$ cat config.mk
export PLATFORM = sky130hd
export DESIGN_NAME = register_file_scoreboard_flat
export DESIGN_NICKNAME = d
export VERILOG_FILES = /design/src/rtl/register_file_scoreboard_pkg.sv /design/src/rtl/register_file_scoreboard_if.sv /design/src/rtl/register_file_scoreboard_read_port.sv /design/src/rtl/register_file_scoreboard.sv /design/src/flat_wrapper.sv
export SDC_FILE = /design/constraint.sdc
export NUM_CORES = 1
export LEC_CHECK = 0
export CAP_MARGIN = 0
export CORE_ASPECT_RATIO = 1.2
export CORE_MARGIN = 8
export CORE_UTILIZATION = 40
export DETAILED_ROUTE_END_ITERATION = 10
export HOLD_SLACK_MARGIN = 0.15
export PLACE_DENSITY = 0.67
export SYNTH_ARGS = -nofsm -noshare
export SYNTH_HDL_FRONTEND = slang
export SYNTH_HIERARCHICAL = 1
export SYNTH_SLANG_ARGS = --single-unit
$ cat constraint.sdc
create_clock -name clk -period 1.9 [get_ports clk]
set_input_delay 0.19 -clock clk [delete_from_list [all_inputs] [get_ports clk]]
set_output_delay 0.19 -clock clk [all_outputs]
set_load 0.02 [all_outputs]
$ cat src/rtl/register_file_scoreboard_pkg.sv
// rtl/register_file_scoreboard_pkg.sv - shared constants and helpers for the register file scoreboard
// Contents: DEF_WIDTH / DEF_INDEX_BITS defaults and pending_count_width().
// Optional feature macro used by this slice: REGISTER_FILE_BYPASS_EN.
package register_file_pkg;

  localparam int DEF_WIDTH      = 16;
  localparam int DEF_INDEX_BITS = 2;

  // pending_count must hold 0..DEPTH inclusive, so it needs one bit more than the index.
  function automatic int pending_count_width(input int index_bits);
    return index_bits + 1;
  endfunction

endpackage

$ cat src/rtl/register_file_scoreboard_if.sv
// rtl/register_file_scoreboard_if.sv - decode/writeback bus of the register file scoreboard
// master: drives read indices, write and reserve requests; receives read data/ready and pending_count.
// slave : the register file side of the same signals.
interface register_file_scoreboard_if
  import register_file_pkg::*;
#(
  parameter int WIDTH      = DEF_WIDTH,
  parameter int INDEX_BITS = DEF_INDEX_BITS
);

  logic [INDEX_BITS-1:0]                          read_index_a;
  logic [WIDTH-1:0]                               read_data_a;
  logic                                           read_ready_a;
  logic [INDEX_BITS-1:0]                          read_index_b;
  logic [WIDTH-1:0]                               read_data_b;
  logic                                           read_ready_b;
  logic                                           write_enable;
  logic [INDEX_BITS-1:0]                          write_index;
  logic [WIDTH-1:0]                               write_data;
  logic                                           reserve_enable;
  logic [INDEX_BITS-1:0]                          reserve_index;
  logic [pending_count_width(INDEX_BITS)-1:0]     pending_count;

  modport master (
    output read_index_a, read_index_b, write_enable, write_index, write_data,
           reserve_enable, reserve_index,
    input  read_data_a, read_ready_a, read_data_b, read_ready_b, pending_count
  );

  modport slave (
    input  read_index_a, read_index_b, write_enable, write_index, write_data,
           reserve_enable, reserve_index,
    output read_data_a, read_ready_a, read_data_b, read_ready_b, pending_count
  );

endinterface

$ cat src/rtl/register_file_scoreboard_read_port.sv
// rtl/register_file_scoreboard_read_port.sv - one combinational read port (module register_file_read_port)
// Ports: i_reset forces idle outputs; i_index selects from i_regs/i_pending; o_data/o_ready result.
// With REGISTER_FILE_BYPASS_EN: i_write_enable/i_write_index/i_write_data forward an in-flight write.
module register_file_read_port #(
  parameter int WIDTH      = 16,
  parameter int INDEX_BITS = 2,
  parameter int DEPTH      = 4
) (
  input  logic                        i_reset,
  input  logic [INDEX_BITS-1:0]       i_index,
  input  logic [DEPTH-1:0][WIDTH-1:0] i_regs,
  input  logic [DEPTH-1:0]            i_pending,
`ifdef REGISTER_FILE_BYPASS_EN
  input  logic                        i_write_enable,
  input  logic [INDEX_BITS-1:0]       i_write_index,
  input  logic [WIDTH-1:0]            i_write_data,
`endif
  output logic [WIDTH-1:0]            o_data,
  output logic                        o_ready
);

  always_comb begin
    o_data  = i_regs[i_index];
    o_ready = !i_pending[i_index];
`ifdef REGISTER_FILE_BYPASS_EN
    // A write landing on this index this cycle completes the register, so any
    // same-cycle reservation is deliberately ignored for the forwarded ready.
    if (i_write_enable && (i_write_index == i_index)) begin
      o_data  = i_write_data;
      o_ready = 1'b1;
    end
`else
`endif
    // Reset wins over forwarding so the port looks idle while reset is held.
    if (i_reset) begin
      o_data  = '0;
      o_ready = 1'b1;
    end
  end

endmodule

$ cat src/rtl/register_file_scoreboard.sv
// rtl/register_file_scoreboard.sv - 2R/1W register file with per-register pending scoreboard
// Ports: clk, reset (async, active-high), bus (register_file_scoreboard_if.slave).
// Optional: REGISTER_FILE_BYPASS_EN forwards same-cycle writes to the read ports.
module register_file_scoreboard
  import register_file_pkg::*;
#(
  parameter int WIDTH      = DEF_WIDTH,
  parameter int INDEX_BITS = DEF_INDEX_BITS
) (
  input  logic                          clk,
  input  logic                          reset,
  register_file_scoreboard_if.slave     bus
);

  localparam int DEPTH = 1 << INDEX_BITS;
  localparam int CW    = pending_count_width(INDEX_BITS);

  logic [DEPTH-1:0][WIDTH-1:0] r_regs;
  logic [DEPTH-1:0]            r_pending;
  logic [CW-1:0]               r_count;

  logic [DEPTH-1:0]            w_pending_next;
  logic [CW-1:0]               w_count_next;

  // Reserve is applied after write so a same-index collision ends pending.
  always_comb begin
    w_pending_next = r_pending;
    if (bus.write_enable)   w_pending_next[bus.write_index]   = 1'b0;
    if (bus.reserve_enable) w_pending_next[bus.reserve_index] = 1'b1;
  end

  // Count is recomputed from the next bit vector, so it can never drift or wrap.
  always_comb begin
    w_count_next = '0;
    for (int i = 0; i < DEPTH; i++) begin
      w_count_next = w_count_next + CW'(w_pending_next[i]);
    end
  end

  always_ff @(posedge clk or posedge reset) begin
    if (reset) begin
      r_regs    <= '0;
      r_pending <= '0;
      r_count   <= '0;
    end else begin
      if (bus.write_enable) r_regs[bus.write_index] <= bus.write_data;
      r_pending <= w_pending_next;
      r_count   <= w_count_next;
    end
  end

  assign bus.pending_count = r_count;

  register_file_read_port #(.WIDTH(WIDTH), .INDEX_BITS(INDEX_BITS), .DEPTH(DEPTH)) u_port_a (
    .i_reset        (reset),
    .i_index        (bus.read_index_a),
    .i_regs         (r_regs),
    .i_pending      (r_pending),
`ifdef REGISTER_FILE_BYPASS_EN
    .i_write_enable (bus.write_enable),
    .i_write_index  (bus.write_index),
    .i_write_data   (bus.write_data),
`endif
    .o_data         (bus.read_data_a),
    .o_ready        (bus.read_ready_a)
  );

  register_file_read_port #(.WIDTH(WIDTH), .INDEX_BITS(INDEX_BITS), .DEPTH(DEPTH)) u_port_b (
    .i_reset        (reset),
    .i_index        (bus.read_index_b),
    .i_regs         (r_regs),
    .i_pending      (r_pending),
`ifdef REGISTER_FILE_BYPASS_EN
    .i_write_enable (bus.write_enable),
    .i_write_index  (bus.write_index),
    .i_write_data   (bus.write_data),
`endif
    .o_data         (bus.read_data_b),
    .o_ready        (bus.read_ready_b)
  );

endmodule

$ cat src/flat_wrapper.sv
// flat-port wrapper written by rule: the top's interface ports become plain ports
module register_file_scoreboard_flat import register_file_pkg::*;
#(
  parameter int WIDTH      = DEF_WIDTH,
  parameter int INDEX_BITS = DEF_INDEX_BITS
)
  (clk, reset, bus_read_index_a, bus_read_index_b, bus_write_enable, bus_write_index, bus_write_data, bus_reserve_enable, bus_reserve_index, bus_read_data_a, bus_read_ready_a, bus_read_data_b, bus_read_ready_b, bus_pending_count);
  register_file_scoreboard_if #(.WIDTH(WIDTH), .INDEX_BITS(INDEX_BITS)) bus_i ();
  input  logic clk;
  input  logic reset;
  input wire logic [$bits(bus_i.read_index_a)-1:0] bus_read_index_a;
  input wire logic [$bits(bus_i.read_index_b)-1:0] bus_read_index_b;
  input wire logic [$bits(bus_i.write_enable)-1:0] bus_write_enable;
  input wire logic [$bits(bus_i.write_index)-1:0] bus_write_index;
  input wire logic [$bits(bus_i.write_data)-1:0] bus_write_data;
  input wire logic [$bits(bus_i.reserve_enable)-1:0] bus_reserve_enable;
  input wire logic [$bits(bus_i.reserve_index)-1:0] bus_reserve_index;
  output wire logic [$bits(bus_i.read_data_a)-1:0] bus_read_data_a;
  output wire logic [$bits(bus_i.read_ready_a)-1:0] bus_read_ready_a;
  output wire logic [$bits(bus_i.read_data_b)-1:0] bus_read_data_b;
  output wire logic [$bits(bus_i.read_ready_b)-1:0] bus_read_ready_b;
  output wire logic [$bits(bus_i.pending_count)-1:0] bus_pending_count;
  assign bus_i.read_index_a = bus_read_index_a;
  assign bus_i.read_index_b = bus_read_index_b;
  assign bus_i.write_enable = bus_write_enable;
  assign bus_i.write_index = bus_write_index;
  assign bus_i.write_data = bus_write_data;
  assign bus_i.reserve_enable = bus_reserve_enable;
  assign bus_i.reserve_index = bus_reserve_index;
  assign bus_read_data_a = bus_i.read_data_a;
  assign bus_read_ready_a = bus_i.read_ready_a;
  assign bus_read_data_b = bus_i.read_data_b;
  assign bus_read_ready_b = bus_i.read_ready_b;
  assign bus_pending_count = bus_i.pending_count;
  register_file_scoreboard #(.WIDTH(WIDTH), .INDEX_BITS(INDEX_BITS)) u_core (.clk(clk), .reset(reset), .bus(bus_i));
endmodule
==> metrics.md <==
| Metric | Value |
|---|---|
| Status | finished clean |
| DR vias | 2554 |
| Height of the die | 122 um |
| TritonCTS Buffers | 9 |
| Simple-Gate Fraction of Synth Area | 0.0247 |
| Syn. warnings | 6 |
| Die width | 104 um |
| Min Tclk post-route | 1850 ps |
| Global route total overflow | 0 |
| Hold Fails Final Rpt | 0 |
| CP Class | in -> out |
| DRT iter0 DRCs | 105 |
| Port Buffers | 64 |
| Largest net degree at the start of global routing | 31 |
| Area share of the largest cell type after synthesis | 0.475 |
| Slew Limit Fails | 0 |
| Final std cells w/o fill | 472 |
| Post-synthesis compound-gate area fraction | 0.0635 |
| Reg-to-reg slack, setup | 150 ps |
| Pre-antenna DRT Iters | 4 |
| Setup crit end | bus_read_data_a[15] |
| Largest family of logic cells by synthesized area | multiplexers |
| Synth top area cells | dfrtp_1 (47%), mux2_2 (19%), mux2i_1 (17%) |
| Max Cap Viol | 0 |
| Min-Delay Path Class | in -> async |
| NumNets Final | 378 |
| Period utilization | 0.975 |
| Synthesized area per cell | 13.6 um^2 |
| Postcts setup bufs | 0 |
| Most common cell after layout, fill and taps aside | dfrtp_1 |
| Area leader, netlist | dfrtp_1 |
| Worst VDD drop | 502 uV |
| First-pass GRT wire length | 15.2 mm |
| Adder-cell share of the synthesized area | 0.0120 |
| Reg2reg start | u_core/r_pending[1] |
| Initial antenna violation count | 0 |
| Hold buffers post-CTS | 0 |
| Syn_nets | 306 |
| CP required | 1710 ps |
| CP Data Arrival Time | 1660 ps |
| Vias per cell | 5.41 |
| Core region area | 9080 um^2 |
| R2R depth | 4 |
| Worst-Margin Slew | 463 ps |
| Total power | 4.34 mW |
| Cell total after placement | 456 |
| Crit path capture type | output pin |
| Clk slew on worst S/H paths | 80 ps |
| Root Driver | clkbuf_8 |
| Area growth from synthesis to layout | 27.3% |
| LEAKAGE | 2.19 nW |
| Setup violations, final | 0 |
| ANT nets after route | 0 |
| Layout cells sized above 1 | 0.307 |
| Clock Tree Buf Depth | 2 |
| Hold_ws | 378 ps |
| Most frequent cells in the layout | dfrtp_1 (71), mux2_2 (64), mux2i_1 (64), o22ai_1 (32), clkdlybuf4s50_1 (26) |
| Clock Skews | 2.04 ps |
| Initial Util | 0.412 |
| Mapped Cells | 275 |
| Fmax | 540 MHz |
| Die ar. | 12700 um^2 |
| # clock sinks | 71 |
| Final design utilization | 0.524 |
| Standard-cell row count | 38 |
| P per Cell Area | 912 nW/um^2 |
| Worst Setup SP | bus_read_index_a[0] |
| Post-Route WL | 9.46 mm |
| Terminus of the critical flop-to-flop path | u_core/bus.pending_count[1] |
| Unique masters post-synth | 22 |
| Crit path max fanout | 16 |
| Global Route Usage Sum | 0.153 |
| Post-synthesis mux area share | 0.378 |
| Final Wtd Congestion | 0.726 |
| Worst setup SP type | input port |
| Worst-Skew Late Latency | 340 ps |
| Setup WS pre-CTS | -363 ps |
| CTS tree | yes |
| Detail Placement HPWL | 6.31 mm |
| Netlist Area Pre-Place | 3740 um^2 |
| N_diodes | 0 |
| H-Tree Depth | 3 |
| Max-Slew Margin vs Limit | 0.690 |
| Final WS setup | 47.9 ps |
| I/O pin total | 65 |
| DRC violations left | 0 |
| Xor/xnor share of the synthesized area | 0 |
| Vias in the first global route | 2754 |
| WL/cell | 20.0 um |
| Sequential area share after synthesis | 0.475 |
| Synth Register Bits | 71 |
sequential cells by signal, summed over array words and instances (netlist names):
| register | count |
|---|---|
| u_core/bus.pending_count | 3 |
| u_core/r_regs | 64 |
| u_core/r_pending | 4 |
worst min path at each step:
stage / startpoint / end / depth (start not counted)
floorplan: bus_reserve_index[0] / u_core/r_pending[2] / 1
global placement: u_core/r_regs[25] / u_core/r_regs[25] / 1
detailed placement: u_core/r_regs[18] / u_core/r_regs[18] / 1
CTS: reset / u_core/r_regs[2] / 3
global route: reset / u_core/r_regs[34] / 3
finish: reset / u_core/r_regs[34] / 3
layout make-up:
| type | count | area [um^2] |
|---|---|---|
| Fill cell | 803 | 4320 |
| Timing Repair Buffer | 81 | 836 |
| Clock inverter | 5 | 33.8 |
| Sequential cell | 71 | 1780 |
| Multi-Input combinational cell | 180 | 1810 |
| Tap cell | 120 | 150 |
| Inverter | 4 | 18.8 |
| Clock buffer | 11 | 141 |
Yosys cell counts:
cell type,n
o2bb2ai_1,1
mux2i_1,64
nor3b_4,1
fa_1,1
o22ai_1,32
or2_1,2
inv_1,4
dfrtp_1,71
mux4_1,2
buf_2,3
clkbuf_8,1
mux2_2,64
nand3b_2,2
o32ai_1,1
nand2b_1,4
nand2_1,1
ha_1,2
buf_6,5
a32o_1,2
clkbuf_1,2
buf_4,9
nand3_2,1
through the flow:
stage / area [um^2] / TNS (ps)
floorplan: 3760 / 0
global placement: 4630 / -8070
detailed placement: 4630 / -8580
CTS: 4760 / 0
global route: 4760 / -12.1
finish: 4760 / 0
kinds of logic (layout without fill, tap and decap cells):
logic type / after synthesis / count (layout)
DFF: 71 / 71
muxes: 130 / 130
AOI/OAI and AO/OA: 36 / 36
buffers and inverters: 24 / 101
adders and majority gates: 3 / 3
and+or+nand+nor: 11 / 11
worst max-delay path, cell delays in order:
cell and delay (ps):
clkdlybuf4s50_1 450, or2_1 280, buf_12 170, o22ai_1 210, dlygate4sd2_1 360
layer usage:
| layer | track usage | up-vias | wire, um |
|---|---|---|---|
| li1 | - | 1176 | - |
| met1 | 0.197 | 1298 | 4400 |
| met2 | 0.241 | 67 | 4480 |
| met3 | 0.0428 | 13 | 436 |
| met4 | 0.0580 | 0 | 146 |
| met5 | 0 | - | 0 |
power by group:
group | total [mW] | switching (mW) | internal, mW | leakage, nW
registers | 2.02 | 0.207 | 1.81 | 0.840
clock network | 1.07 | 0.567 | 0.507 | 0.0853
logic | 1.25 | 0.593 | 0.657 | 1.27
what timing repair did:
item | CTS | global route
setup endpoints to repair | 35 | 13
resized for setup | 37 | 15
endpoints found under the hold margin | 0 | 0
Note: power is estimated with default switching activity, not from simulation.
